### config.mk
export PLATFORM = sky130hd
export DESIGN_NAME = sm4_block_seq_flat
export DESIGN_NICKNAME = d
export VERILOG_FILES = /design/src/rtl/sm4_block_seq_if.sv /design/src/rtl/sm4_block_seq.sv /design/src/flat_wrapper.sv
export SDC_FILE = /design/constraint.sdc
export NUM_CORES = 2
export LEC_CHECK = 0
export CAP_MARGIN = 20
export CELL_PAD_IN_SITES_DETAIL_PLACEMENT = 0
export CELL_PAD_IN_SITES_GLOBAL_PLACEMENT = 1
export CORE_ASPECT_RATIO = 0.7
export CORE_UTILIZATION = 50
export CTS_CLUSTER_SIZE = 30
export DETAILED_ROUTE_END_ITERATION = 6
export HOLD_SLACK_MARGIN = 0.15
export PLACE_DENSITY_LB_ADDON = 0.3
export SETUP_SLACK_MARGIN = 0.3
export SYNTH_ARGS = -nofsm -noshare
export SYNTH_HDL_FRONTEND = slang
export SYNTH_SLANG_ARGS = --single-unit
### constraint.sdc
create_clock -name clk_i -period 16.99 [get_ports clk_i]
set_input_delay 1.699 -clock clk_i [delete_from_list [all_inputs] [get_ports clk_i]]
set_output_delay 1.699 -clock clk_i [all_outputs]
set_load 0.02 [all_outputs]
### src/rtl/sm4_block_seq_if.sv
// Request/response bundle between a host and the SM4 block sequencer.
// Latency: none; plain wires with no storage.
// Backpressure: none; the host must hold off start_i while busy_o is high.
interface sm4_block_seq_if;
    logic         start_i;
    logic         decrypt_i;
    logic         keep_key_i;
    logic [127:0] key_i;
    logic [127:0] din_i;
    logic         busy_o;
    logic         done_o;
    logic [127:0] dout_o;
    logic         key_vld_o;

    modport master (
        output start_i, decrypt_i, keep_key_i, key_i, din_i,
        input  busy_o, done_o, dout_o, key_vld_o
    );

    modport slave (
        input  start_i, decrypt_i, keep_key_i, key_i, din_i,
        output busy_o, done_o, dout_o, key_vld_o
    );
endinterface

### src/rtl/sm4_block_seq.sv
// SM4 block sequencer: expands the key (optional) then runs 32 cipher rounds, one S-box byte per cycle.
// Latency: done 257 cycles after start with expansion, 129 cycles when stored round keys are reused.
// Backpressure: none; start_i is only sampled in IDLE and is dropped otherwise, never queued.
module sm4_block_seq (
    input  logic               clk_i,
    input  logic               rst_i,
    sm4_block_seq_if.slave     bus
);
    typedef enum logic [1:0] {S_IDLE, S_KEXP, S_CRYPT, S_DONE} state_t;

    localparam logic [31:0] FK0 = 32'hA3B1BAC6;
    localparam logic [31:0] FK1 = 32'h56AA3350;
    localparam logic [31:0] FK2 = 32'h677D9197;
    localparam logic [31:0] FK3 = 32'hB27022DC;

    state_t      r_state, w_next;
    logic [4:0]  r_rnd;
    logic [1:0]  r_byte;
    logic [31:0] r_acc;
    logic [31:0] r_k0, r_k1, r_k2, r_k3;
    logic [31:0] r_x0, r_x1, r_x2, r_x3;
    logic [31:0] r_rk [32];
    logic        r_dec;
    logic        r_key_vld;
    logic [127:0] r_dout;

    logic        w_kexp, w_crypt, w_busy, w_last, w_start, w_to_kexp;
    logic [7:0]  w_ck_base;
    logic [31:0] w_ck, w_src, w_rs1, w_rs2, w_rd;
    logic [4:0]  w_rk_idx;

    assign w_kexp    = (r_state == S_KEXP);
    assign w_crypt   = (r_state == S_CRYPT);
    assign w_busy    = w_kexp | w_crypt;
    assign w_last    = (r_rnd == 5'd31) && (r_byte == 2'd3);
    assign w_start   = (r_state == S_IDLE) && bus.start_i;
    assign w_to_kexp = w_start && !(bus.keep_key_i && r_key_vld);

    // CK_r bytes are 28r, 28r+7, 28r+14, 28r+21 (mod 256), MSB first.
    assign w_ck_base = 8'({r_rnd, 4'b0000}) + 8'({r_rnd, 3'b000}) + 8'({r_rnd, 2'b00});
    assign w_ck      = {w_ck_base, w_ck_base + 8'd7, w_ck_base + 8'd14, w_ck_base + 8'd21};

    // Decryption walks the round keys backwards; 31-r is the bitwise inverse of r.
    assign w_rk_idx = r_dec ? ~r_rnd : r_rnd;
    assign w_src    = w_kexp ? r_k0 : r_x0;
    assign w_rs1    = (r_byte == 2'd0) ? w_src : r_acc;
    assign w_rs2    = w_kexp ? (r_k1 ^ r_k2 ^ r_k3 ^ w_ck)
                             : (r_x1 ^ r_x2 ^ r_x3 ^ r_rk[w_rk_idx]);

    riscv_crypto_fu_ssm4 u_ssm4 (
        .i_rs1         (w_rs1),
        .i_rs2         (w_rs2),
        .i_bs          (r_byte),
        .i_op_ssm4_ks  (w_kexp),
        .i_op_ssm4_ed  (w_crypt),
        .o_rd          (w_rd)
    );

    // State register.
    always_ff @(posedge clk_i or posedge rst_i) begin
        if (rst_i) r_state <= S_IDLE;
        else       r_state <= w_next;
    end

    // Next-state: expansion is skipped only when reuse is asked for and a key is held.
    always_comb begin
        w_next = r_state;
        unique case (r_state)
            S_IDLE:  if (w_start) w_next = w_to_kexp ? S_KEXP : S_CRYPT;
            S_KEXP:  if (w_last)  w_next = S_CRYPT;
            S_CRYPT: if (w_last)  w_next = S_DONE;
            S_DONE:  w_next = S_IDLE;
            default: w_next = S_IDLE;
        endcase
    end

    // Round/byte counters advance while busy and restart at every state entry.
    always_ff @(posedge clk_i or posedge rst_i) begin
        if (rst_i) begin
            r_rnd  <= '0;
            r_byte <= '0;
        end else if (!w_busy || (w_next != r_state)) begin
            r_rnd  <= '0;
            r_byte <= '0;
        end else begin
            r_byte <= r_byte + 2'd1;
            if (r_byte == 2'd3) r_rnd <= r_rnd + 5'd1;
        end
    end

    // Request latch, key/data shift registers, accumulator and result capture.
    always_ff @(posedge clk_i or posedge rst_i) begin
        if (rst_i) begin
            r_dec     <= 1'b0;
            r_acc     <= '0;
            r_k0      <= '0;
            r_k1      <= '0;
            r_k2      <= '0;
            r_k3      <= '0;
            r_x0      <= '0;
            r_x1      <= '0;
            r_x2      <= '0;
            r_x3      <= '0;
            r_key_vld <= 1'b0;
            r_dout    <= '0;
        end else begin
            if (w_start) begin
                r_dec <= bus.decrypt_i;
                r_x0  <= bus.din_i[127:96];
                r_x1  <= bus.din_i[95:64];
                r_x2  <= bus.din_i[63:32];
                r_x3  <= bus.din_i[31:0];
                if (w_to_kexp) begin
                    r_k0      <= bus.key_i[127:96] ^ FK0;
                    r_k1      <= bus.key_i[95:64]  ^ FK1;
                    r_k2      <= bus.key_i[63:32]  ^ FK2;
                    r_k3      <= bus.key_i[31:0]   ^ FK3;
                    r_key_vld <= 1'b0;
                end
            end
            if (w_busy) begin
                r_acc <= w_rd;
                if (r_byte == 2'd3) begin
                    if (w_kexp) begin
                        r_k0 <= r_k1;
                        r_k1 <= r_k2;
                        r_k2 <= r_k3;
                        r_k3 <= w_rd;
                    end else begin
                        r_x0 <= r_x1;
                        r_x1 <= r_x2;
                        r_x2 <= r_x3;
                        r_x3 <= w_rd;
                    end
                end
                if (w_last) begin
                    if (w_kexp) r_key_vld <= 1'b1;
                    else        r_dout    <= {w_rd, r_x3, r_x2, r_x1};
                end
            end
        end
    end

    // Round-key file: written once per expansion round, contents need no reset.
    always_ff @(posedge clk_i) begin
        if (w_kexp && (r_byte == 2'd3)) r_rk[r_rnd] <= w_rd;
    end

    assign bus.busy_o    = w_busy;
    assign bus.done_o    = (r_state == S_DONE);
    assign bus.dout_o    = r_dout;
    assign bus.key_vld_o = r_key_vld;
endmodule

// SM4 single-byte step: rd = rs1 ^ rol(L(sbox(rs2 byte bs)), 8*bs); purely combinational.
// Latency: zero cycles.
// Backpressure: none.
module riscv_crypto_fu_ssm4 (
    input  logic [31:0] i_rs1,
    input  logic [31:0] i_rs2,
    input  logic [1:0]  i_bs,
    input  logic        i_op_ssm4_ks,
    input  logic        i_op_ssm4_ed,
    output logic [31:0] o_rd
);
    localparam logic [0:255][7:0] SBOX = {
        8'hd6,8'h90,8'he9,8'hfe,8'hcc,8'he1,8'h3d,8'hb7,8'h16,8'hb6,8'h14,8'hc2,8'h28,8'hfb,8'h2c,8'h05,
        8'h2b,8'h67,8'h9a,8'h76,8'h2a,8'hbe,8'h04,8'hc3,8'haa,8'h44,8'h13,8'h26,8'h49,8'h86,8'h06,8'h99,
        8'h9c,8'h42,8'h50,8'hf4,8'h91,8'hef,8'h98,8'h7a,8'h33,8'h54,8'h0b,8'h43,8'hed,8'hcf,8'hac,8'h62,
        8'he4,8'hb3,8'h1c,8'ha9,8'hc9,8'h08,8'he8,8'h95,8'h80,8'hdf,8'h94,8'hfa,8'h75,8'h8f,8'h3f,8'ha6,
        8'h47,8'h07,8'ha7,8'hfc,8'hf3,8'h73,8'h17,8'hba,8'h83,8'h59,8'h3c,8'h19,8'he6,8'h85,8'h4f,8'ha8,
        8'h68,8'h6b,8'h81,8'hb2,8'h71,8'h64,8'hda,8'h8b,8'hf8,8'heb,8'h0f,8'h4b,8'h70,8'h56,8'h9d,8'h35,
        8'h1e,8'h24,8'h0e,8'h5e,8'h63,8'h58,8'hd1,8'ha2,8'h25,8'h22,8'h7c,8'h3b,8'h01,8'h21,8'h78,8'h87,
        8'hd4,8'h00,8'h46,8'h57,8'h9f,8'hd3,8'h27,8'h52,8'h4c,8'h36,8'h02,8'he7,8'ha0,8'hc4,8'hc8,8'h9e,
        8'hea,8'hbf,8'h8a,8'hd2,8'h40,8'hc7,8'h38,8'hb5,8'ha3,8'hf7,8'hf2,8'hce,8'hf9,8'h61,8'h15,8'ha1,
        8'he0,8'hae,8'h5d,8'ha4,8'h9b,8'h34,8'h1a,8'h55,8'had,8'h93,8'h32,8'h30,8'hf5,8'h8c,8'hb1,8'he3,
        8'h1d,8'hf6,8'he2,8'h2e,8'h82,8'h66,8'hca,8'h60,8'hc0,8'h29,8'h23,8'hab,8'h0d,8'h53,8'h4e,8'h6f,
        8'hd5,8'hdb,8'h37,8'h45,8'hde,8'hfd,8'h8e,8'h2f,8'h03,8'hff,8'h6a,8'h72,8'h6d,8'h6c,8'h5b,8'h51,
        8'h8d,8'h1b,8'haf,8'h92,8'hbb,8'hdd,8'hbc,8'h7f,8'h11,8'hd9,8'h5c,8'h41,8'h1f,8'h10,8'h5a,8'hd8,
        8'h0a,8'hc1,8'h31,8'h88,8'ha5,8'hcd,8'h7b,8'hbd,8'h2d,8'h74,8'hd0,8'h12,8'hb8,8'he5,8'hb4,8'hb0,
        8'h89,8'h69,8'h97,8'h4a,8'h0c,8'h96,8'h77,8'h7e,8'h65,8'hb9,8'hf1,8'h09,8'hc5,8'h6e,8'hc6,8'h84,
        8'h18,8'hf0,8'h7d,8'hec,8'h3a,8'hdc,8'h4d,8'h20,8'h79,8'hee,8'h5f,8'h3e,8'hd7,8'hcb,8'h39,8'h48
    };

    logic [7:0]  w_sb_in;
    logic [31:0] w_x, w_y, w_rot;

    // Byte pick, S-box, linear transform on the byte-0 position, then rotate into place.
    always_comb begin
        unique case (i_bs)
            2'd0:    w_sb_in = i_rs2[7:0];
            2'd1:    w_sb_in = i_rs2[15:8];
            2'd2:    w_sb_in = i_rs2[23:16];
            default: w_sb_in = i_rs2[31:24];
        endcase
        w_x = {24'b0, SBOX[w_sb_in]};
        // A byte at bits 7:0 never wraps under these shifts, so they equal the rotations of L / L'.
        if (i_op_ssm4_ks)      w_y = w_x ^ (w_x << 13) ^ (w_x << 23);
        else if (i_op_ssm4_ed) w_y = w_x ^ (w_x << 2) ^ (w_x << 10) ^ (w_x << 18) ^ (w_x << 24);
        else                   w_y = '0;
        unique case (i_bs)
            2'd0:    w_rot = w_y;
            2'd1:    w_rot = {w_y[23:0], w_y[31:24]};
            2'd2:    w_rot = {w_y[15:0], w_y[31:16]};
            default: w_rot = {w_y[7:0],  w_y[31:8]};
        endcase
        o_rd = w_rot ^ i_rs1;
    end
endmodule

### src/flat_wrapper.sv
// flat-port wrapper written by rule: the top's interface ports become plain ports
module sm4_block_seq_flat 
  (clk_i, rst_i, bus_start_i, bus_decrypt_i, bus_keep_key_i, bus_key_i, bus_din_i, bus_busy_o, bus_done_o, bus_dout_o, bus_key_vld_o);
  sm4_block_seq_if bus_i ();
  input  logic clk_i;
  input  logic rst_i;
  input wire logic [$bits(bus_i.start_i)-1:0] bus_start_i;
  input wire logic [$bits(bus_i.decrypt_i)-1:0] bus_decrypt_i;
  input wire logic [$bits(bus_i.keep_key_i)-1:0] bus_keep_key_i;
  input wire logic [$bits(bus_i.key_i)-1:0] bus_key_i;
  input wire logic [$bits(bus_i.din_i)-1:0] bus_din_i;
  output wire logic [$bits(bus_i.busy_o)-1:0] bus_busy_o;
  output wire logic [$bits(bus_i.done_o)-1:0] bus_done_o;
  output wire logic [$bits(bus_i.dout_o)-1:0] bus_dout_o;
  output wire logic [$bits(bus_i.key_vld_o)-1:0] bus_key_vld_o;
  assign bus_i.start_i = bus_start_i;
  assign bus_i.decrypt_i = bus_decrypt_i;
  assign bus_i.keep_key_i = bus_keep_key_i;
  assign bus_i.key_i = bus_key_i;
  assign bus_i.din_i = bus_din_i;
  assign bus_busy_o = bus_i.busy_o;
  assign bus_done_o = bus_i.done_o;
  assign bus_dout_o = bus_i.dout_o;
  assign bus_key_vld_o = bus_i.key_vld_o;
  sm4_block_seq u_core (.clk_i(clk_i), .rst_i(rst_i), .bus(bus_i));
endmodule
==> metrics.md <==
| Metric | Value |
|---|---|
| Chip Width | 465 um |
| Die Ht | roughly 330 um |
| Max reg flops | 1,024 |
| CP max stage delay | 0.90 ns |
| PnR worst setup slack | 5.75 ns |
| H-tree depth | 4 |
| Slew Viols, Final | 0 |
| Mux share of post-synthesis cell area | 0.163 |
| Final Critical Period | 11.24 ns |
| Most used DFF post-synth | edfxtp_1 |
| Clock latency on the worst-skew pair | 0.81 ns |
| Netlist cell types | 115 |
| Biggest register | u_core.r_rk |
| Via count | 56,500 |
| First-pass GRT wire length | between 300,000 and 400,000 um |
| Slowest CP cell | xnor2_1 |
| Area growth syn-to-layout | 13.9% |
| Core area | ~0.15 mm^2 |
| Routed len/inst | about 33 um |
| DR vias/cell | 6.74 |
| Site row count | 118 |
| Share of the synthesized area in the top cell type | 0.410 |
| Worst hold slack | about 0.48 ns |
| Routed Antenna Nets | 1 |
| Commonest non-fill, non-tap cell in the layout | edfxtp_1 |
| Gr ovfl total | 0 |
| Mapped cell area | between 0.07 and 0.08 mm^2 |
| CP Class | flop to flop |
| Yosys top cell by area | edfxtp_1 |
| Number of synthesized flops with an enable pin | around 1,000 |
| Post-synthesis compound-gate area fraction | 0.126 |
| Startpoint Class | flop |
| Sink Count | about 1,500 |
| Worst Path Required | 17.34 ns |
| Total wire length | approximately 280,000 um |
| Dpl ws | 6.17 ns |
| PortBufs | between 300 and 400 |
| Status | finished, violations left |
| Crit share post-route | 0.662 |
| Post-Synthesis Cells | about 6,000 |
| Sequential fraction of the synthesis area | 0.552 |
| Syn_area_per_cell | between 10 and 15 um^2 |
| Main combinational cell family by area after synthesis | multiplexers |
| Clk_skew | 0.0387 ns |
| Number of setup buffers added after CTS | 0 |
| Violated checks | antenna rules, DRC |
| XOR/XNOR Fraction of Synth Area | 0.0284 |
| Worst-margin pin slew | roughly 1.2 ns |
| #FFs+latches synth | 1,451 |
| Clock Pin Slew Worst Setup and Hold Paths | 0.07 ns |
| Setup TNS | 0 ns |
| Synth Area in Adders | 0.00767 |
| Maximum clock path buffer count | 3 |
| Most frequent cells in the layout | edfxtp_1 (1,024), nand2_1 (754), mux2i_1 (623) |
| Cells on worst reg2reg path | 25 |
| Top Ports | 392 |
| Root Buffer | clkbuf_16 |
| Initial antenna violation count | 24 |
| Final hold violations | 0 |
| DR iter-0 viols | 8,542 |
| Die area | 0.152 mm^2 |
| Yosys warns | 0 |
| Critical-path maximum fanout | 123 |
| Nets | 6,586 |
| CTS resizes | 0 |
| Relative slew slack | 0.171 |
| Synth Area in Simple Gates | 0.0843 |
| Drt first pass iters | 7 |
| CP endpoint kind | flop |
| Routability cong. | 0.989 |
| Asr flop ratio synth | 0.294 |
| Total global-route track usage | 0.356 |
| Post-DP HPWL | 180,000 um |
| Vias in the first global route | 53,200 |
| DRC | 1 |
| Largest net degree at the start of global routing | 167 |
| Final setup fails | 0 |
| CTS tree | yes |
| Initial Util | 0.505 |
| Worst Path Arrival | 11.59 ns |
| Max-cap viol count | 0 |
| Hold path depth | 2 |
| RSZ-0062 raised after global routing | no |
| Hold_buf cts | 0 |
| Maximum clock rate | approximately 89 MHz |
| Hold Path Class | flop to flop |
| Syn Nets | 6,338 |
| TritonCTS Buffers | 143 |
| Synth top area cells | edfxtp_1 (41%), dfrtp_1 (14%), mux2i_1 (8.3%), mux4_2 (7.4%), nand2_1 (3.8%) |
| Fraction of layout cells with a size suffix above 1 | 0.126 |
path summary, 6_finish.rpt:
kind / start / endpoint / slack (ns)
setup reg to reg: u_core.r_rnd[0]$_DFFE_PP0P_ / u_core.r_rk[12][0]$_DFFE_PP_ / 5.75
hold reg to reg: u_core.bus.dout_o[7]$_DFFE_PP0P_ / u_core.bus.dout_o[7]$_DFFE_PP0P_ / 0.48
min in group asynchronous: rst_i / u_core.r_x2[6]$_DFF_PP0_ / 1.51
hold / removal: u_core.bus.dout_o[7]$_DFFE_PP0P_ / u_core.bus.dout_o[7]$_DFFE_PP0P_ / 0.48
max in group asynchronous: rst_i / u_core.r_k3[8]$_DFF_PP0_ / 13.01
setup / recovery: u_core.r_rnd[0]$_DFFE_PP0P_ / u_core.r_rk[12][0]$_DFFE_PP_ / 5.75
layer usage:
metal	GRT usage	vias to the layer above	wire, um
met5	0	-	195
met4	0.136	30	11100
met3	0.116	553	36300
met2	0.494	3747	115000
met1	0.517	28700	113000
li1	-	23500	-
synthesized netlist by cell type (31+ instances only):
| cell | n |
|---|---|
| a21oi_1 | 354 |
| a211oi_1 | 66 |
| xor2_1 | 61 |
| and3_1 | 34 |
| mux4_2 | 247 |
| edfxtp_1 | 1024 |
| a31oi_1 | 66 |
| buf_4 | 40 |
| buf_6 | 59 |
| nor2_1 | 311 |
| a22oi_1 | 231 |
| inv_1 | 55 |
| mux2i_1 | 623 |
| nand2_1 | 756 |
| nor3_1 | 45 |
| xnor2_1 | 175 |
| dfrtp_1 | 427 |
| and2_1 | 58 |
| o211ai_1 | 55 |
| nor4_1 | 31 |
| nand3_1 | 65 |
| clkbuf_1 | 243 |
| o22ai_1 | 73 |
| o21ai_0 | 258 |
| ha_1 | 38 |
| mux2_2 | 39 |
| buf_2 | 100 |
layout make-up:
class | count | area (um^2)
Antenna cell | 12 | 30.0
Clock buffer | 183 | 3880
Clock inverter | 72 | 769
Fill cell | 12000 | 63000
Inverter | 65 | 251
Multi-Input combinational cell | 4048 | 31200
Sequential cell | 1451 | 41400
Tap cell | 1980 | 2480
Timing Repair Buffer | 573 | 5360
cell families after synthesis:
group | Yosys count
buffers and inverters | 535
AND/OR/NAND/NOR | 1430
flip-flops | 1451
multiplexers | 911
XOR/XNOR | 240
adder cells (fa/ha/maj) | 43
AO/OA/AOI/OAI | 1424
stage by stage:
stage / instances / utilization / cell area (um^2)
detailed placement: 8114 / 0.544 / 80700
floorplan: 6034 / - / 75000
CTS: 8369 / 0.575 / 85300
global route: 8378 / 0.575 / 85400
global placement: 8108 / 0.543 / 80600
finish: 8384 / 0.576 / 85400
critical path: cells and delay by family (launching register included):
| kind | cells | cell delay [ns] |
|---|---|---|
| buf+inv | 7 | 3.69 |
| compound gates | 13 | 3.67 |
| xor+xnor | 2 | 1.09 |
| simple gates | 1 | 0.82 |
| flops | 1 | 0.64 |
| fa+ha+maj | 1 | 0.49 |
| mux | 1 | 0.19 |
Power is not shown: default switching activity piles up to over one toggle a cycle in this logic, so the estimate is an artifact.
